==> config.mk <==
export PLATFORM = sky130hd
export DESIGN_NAME = sbox_scheduler
export DESIGN_NICKNAME = d
export VERILOG_FILES = /design/src/rtl/sbox_scheduler.sv
export SDC_FILE = /design/constraint.sdc
export NUM_CORES = 1
export LEC_CHECK = 0
export BUFFER_PORTS_ARGS = -buffer_cell sky130_fd_sc_hd__buf_4
export CAP_MARGIN = 30
export CORE_ASPECT_RATIO = 2
export CORE_UTILIZATION = 30
export DETAILED_ROUTE_END_ITERATION = 7
export GPL_TIMING_DRIVEN = 0
export SETUP_SLACK_MARGIN = 0.3
export SYNTH_ARGS = -nofsm -noshare
export SYNTH_HDL_FRONTEND = slang
export SYNTH_SLANG_ARGS = --single-unit
==> constraint.sdc <==
create_clock -name i_clk -period 2.4 [get_ports i_clk]
set_input_delay 0.24 -clock i_clk [delete_from_list [all_inputs] [get_ports i_clk]]
set_output_delay 0.24 -clock i_clk [all_outputs]
set_load 0.01 [all_outputs]
==> src/rtl/sbox_scheduler.sv <==
// ============================================================================
//  Module   : sbox_scheduler
//  Purpose  : Iterative DES f-function S-box sequencer. Takes one 48-bit
//             expanded, key-mixed word and walks a single shared S-box bank
//             port through S1..S8, one box per cycle. It packs the eight
//             4-bit results into the 32-bit pre-permutation word and returns
//             it over a valid/ready handshake.
//  Revision : 1.0 - initial release
// ============================================================================
`default_nettype none

module sbox_scheduler #(
  // Bank read latency: 0 = combinational bank, 1 = registered bank output
  parameter int SB_LAT = 0
) (
  input  logic        i_clk,
  input  logic        i_rst,
  input  logic        i_valid,
  output logic        o_ready,
  input  logic [47:0] i_data,
  output logic        o_valid,
  input  logic        i_ready,
  output logic [31:0] o_data,
  input  logic        i_flush,
  output logic [2:0]  o_sb_sel,
  output logic [5:0]  o_sb_addr,
  input  logic [3:0]  i_sb_data,
  output logic        o_busy
);

  typedef enum logic [1:0] {
    ST_IDLE  = 2'd0,
    ST_ISSUE = 2'd1,
    ST_DRAIN = 2'd2,
    ST_DONE  = 2'd3
  } state_t;

  state_t      state;
  logic [2:0]  issue_cnt;
  // Remaining six-bit chunks of the latched word; S1's chunk goes straight
  // to the address register at acceptance, so only 42 bits are kept.
  logic [41:0] pending;
  logic        capture;

  // Bank data is valid on every ISSUE cycle for a combinational bank; with a
  // registered bank it trails by one cycle, so box 0 is skipped on the first
  // ISSUE cycle and box 7 is picked up in DRAIN.
  always_comb begin
    capture = 1'b0;
    if (SB_LAT == 0) begin
      capture = (state == ST_ISSUE);
    end else begin
      capture = ((state == ST_ISSUE) && (issue_cnt != 3'd0)) || (state == ST_DRAIN);
    end
  end

  // Control FSM with registered handshake, lookup and result outputs.
  always_ff @(posedge i_clk) begin
    if (i_rst) begin
      state     <= ST_IDLE;
      issue_cnt <= 3'd0;
      pending   <= '0;
      o_ready   <= 1'b1;
      o_valid   <= 1'b0;
      o_data    <= '0;
      o_sb_sel  <= 3'd0;
      o_sb_addr <= 6'd0;
      o_busy    <= 1'b0;
    end else if (i_flush) begin
      state     <= ST_IDLE;
      issue_cnt <= 3'd0;
      o_ready   <= 1'b1;
      o_valid   <= 1'b0;
      o_data    <= '0;
      o_sb_sel  <= 3'd0;
      o_sb_addr <= 6'd0;
      o_busy    <= 1'b0;
    end else begin
      // Results shift in from the bottom, so S1 ends up in bits [31:28].
      if (capture) begin
        o_data <= {o_data[27:0], i_sb_data};
      end
      case (state)
        ST_IDLE: begin
          if (i_valid) begin
            state     <= ST_ISSUE;
            issue_cnt <= 3'd0;
            pending   <= i_data[41:0];
            o_data    <= '0;
            o_ready   <= 1'b0;
            o_busy    <= 1'b1;
            o_sb_sel  <= 3'd0;
            o_sb_addr <= i_data[47:42];
          end
        end
        ST_ISSUE: begin
          if (issue_cnt == 3'd7) begin
            o_sb_sel  <= 3'd0;
            o_sb_addr <= 6'd0;
            if (SB_LAT == 0) begin
              state   <= ST_DONE;
              o_valid <= 1'b1;
            end else begin
              state   <= ST_DRAIN;
            end
          end else begin
            issue_cnt <= issue_cnt + 3'd1;
            o_sb_sel  <= issue_cnt + 3'd1;
            o_sb_addr <= pending[41:36];
            pending   <= {pending[35:0], 6'd0};
          end
        end
        ST_DRAIN: begin
          state   <= ST_DONE;
          o_valid <= 1'b1;
        end
        ST_DONE: begin
          if (i_ready) begin
            state   <= ST_IDLE;
            o_valid <= 1'b0;
            o_ready <= 1'b1;
            o_busy  <= 1'b0;
          end
        end
        default: begin
          state <= ST_IDLE;
        end
      endcase
    end
  end

endmodule

`default_nettype wire

==> results.cfg <==
[outcome]
status = finished clean

[synth]
syn_area_per_cell_um2 = 9.93
synth_area_leaders = dfxtp_1 46%, mux2i_1 18%, a211oi_1 7.0%
yosysUniqueCellTypes = 35
yosys.area.top_type_share_pct = 45.9
synth_nets = 463
yosysTopAreaCell = dfxtp_1
ys_ff_latch = 91
seq_area_frac_synth_pct = 45.9
ys.warnings.count = 0
synth_cells = 400
syn_area_um2 = 3970

[place]
gp_congestion = 0.765
port_buffers = 99
placed_cell_area_um2 = 4900
dp_hpwl_mm = 8.59
pre_cts_ws_ns = 0.507

[clock_tree]
cts_tree = done
cts.repair.resized = 0
clock_latency_ns = 0.35
path_clk_slew_ns = 0.07
cts_buffers = 9
ctsHoldBuffers = 0
clockBufferDepth = 2
post-cts-setup-buffers = 0
clockRootBuffer = clkbuf_16
h-tree-depth = 3
clock_sinks = 91

[global_routing]
antenna_found_initial = 0
grt_pass1_wl_mm = 17.5
grt_overflow_total = 0
track_usage_pct = 16.3
grt_start_max_net_pins = 19
grt_pass1_vias = 3490

[critical_path]
cp_top_family = buffers and inverters
startpoint_type = flip-flop
critPathLaunch = state[1]$_SDFFE_PP0P_
cp_data_arrival_time_ns = 2.09
cp-end-kind = flip-flop
max_stage_delay_ns = 0.40
r2r_start = state[1]$_SDFFE_PP0P_
required_ns = 2.61
crit_path_cell_trace = inv_1 -> ha_1 -> buf_2 -> a21o_1 -> nor2_2 -> buf_6 -> a211oi_1
path_max_fanout = 10
slowest_stage = nor2_2
path_buf_inv = 3
worstSetupPathType = reg2reg

[floorplan]
row_count = 59
pin_count = 101
die_area_um2 = 13700
die_y_um = 165
initial_utilization_pct = 30.6
core_um2 = 13000
die_w_um = 83.3

[timing]
fmax_ghz = 0.532
tightest_slew_ns = 0.621
skew_ns = 0.00741
fin_ws_ns = 0.520
finalCritPeriodShare_pct = 78.3
finalHoldViolCount = 0
rsz0062_at_grt = no
holdWs_ns = 0.122
slew_violations = 0
relSlewSlack_pct = 58.6
setup_viol = 0
setup_tns_ns = 0
fin_crit_ns = 1.88

[detailed_routing]
drc = 0
viasPerCell = 5.01
wire_per_inst_um = 16.5
ant_nets = 0
drt-total-wl_mm = 11.0
vias = 3343
first_iter_violations = 125
drt_first_pass_iters = 4

[power]
power_leakage_uw = 0.00202
power.density_nw_per_um2 = 663
ir_drop_mv = 0.455

[final_layout]
nets = 573
final_area_um2 = 5190
n_antenna_cell = 0
final_layout_size_suffix_gt1_share_pct = 28.5
syn_to_final_growth_pct = 30.9
finalCoreUtilization_pct = 40.0
final_common_cell = buf_4
n_fill_cell = 1315
mostFrequentLayoutCells = 106 x buf_4, 91 x dfxtp_1, 71 x mux2i_1

[worst_hold_path]
hold_class = in2reg
hp-start = i_sb_data[2]

[job]
drv_cap = 0
## area by class of cell
type / count / area [um2] / area share, %
Multi-Input combinational cell: 269 / 1900 / 36.5
Sequential cell: 91 / 1820 / 35.1
Timing Repair Buffer: 99 / 743 / 14.3
Buffer: 37 / 240 / 4.62
Clock buffer: 9 / 225 / 4.34
Tap cell: 152 / 190 / 3.66
Clock inverter: 7 / 66.3 / 1.28
Inverter: 3 / 11.3 / 0.217
## Yosys cell counts
cell	count
o41ai_1	1
buf_2	12
and2_4	1
inv_1	3
or3_1	3
buf_6	8
o21a_1	1
buf_4	7
nand2_1	8
a32oi_1	1
or2_2	1
mux2i_1	71
nor2_2	1
or4b_1	1
a21o_1	1
a21boi_0	1
nor2b_1	1
ha_1	6
a21oi_2	1
a211oi_1	37
buf_1	2
nand3b_1	6
or2b_1	2
o311ai_0	1
a21oi_1	50
clkbuf_1	8
mux2_4	1
nand3_1	2
nand2b_1	7
and4_1	1
nand4b_1	6
dfxtp_1	91
o21ai_0	16
nor2_1	35
a31oi_1	6
## power by group
| part | internal (uW) | switching, uW | total [uW] |
|---|---|---|---|
| clock | 729 | 648 | 1380 |
| combinational | 219 | 238 | 457 |
| sequential | 1570 | 37.9 | 1610 |
| total | 2520 | 924 | 3450 |
## registers in the layout, summed over array words and instances, names as in the netlist
name       count
pending       42
o_data        32
o_sb_addr      6
issue_cnt      3
o_sb_sel       3
state          2
o_busy         1
o_ready        1
o_valid        1
## metal layers
metal	vias up	part of all wire (%)	track usage (%)	routed length, um
li1	1674	-	-	-
met1	1566	38	16.5	4180
met2	85	54	31.0	6000
met3	18	4.7	3.60	514
met4	0	2.9	7.84	318
met5	-	0	0	0
## stage by stage
step                power [uW]  instances
global route              3580        667
CTS                       3490        667
finish                    3450        667
floorplan                 1930        400
global placement          2100        651
detailed placement        2110        651
## path summary, 6_finish.rpt
check                             end  slack (ns)  depth (start not counted)
max          pending[24]$_SDFFE_PP0P_        0.52                          7
min              o_data[2]$_SDFF_PP0_        0.12                          3
max reg2reg  pending[24]$_SDFFE_PP0P_        0.52                          7
min reg2reg  o_sb_sel[0]$_SDFFE_PP0P_        0.46                          2
## tightest hold or removal path: cells and delay by family
kind / cells / cell delay (ns)
buffers and inverters: 1 / 0.08
muxes: 1 / 0.05
and+or+nand+nor: 1 / 0.07
## kinds of logic after synthesis
logic type,count (synthesis),share of synthesized area [%]
mux,72,18.3
simple gates,75,9.90
fa+ha+maj,6,1.89
compound gates,116,17.7
buf+inv,40,6.33
flops,91,45.9
Note: power is estimated with default switching activity, not from simulation.
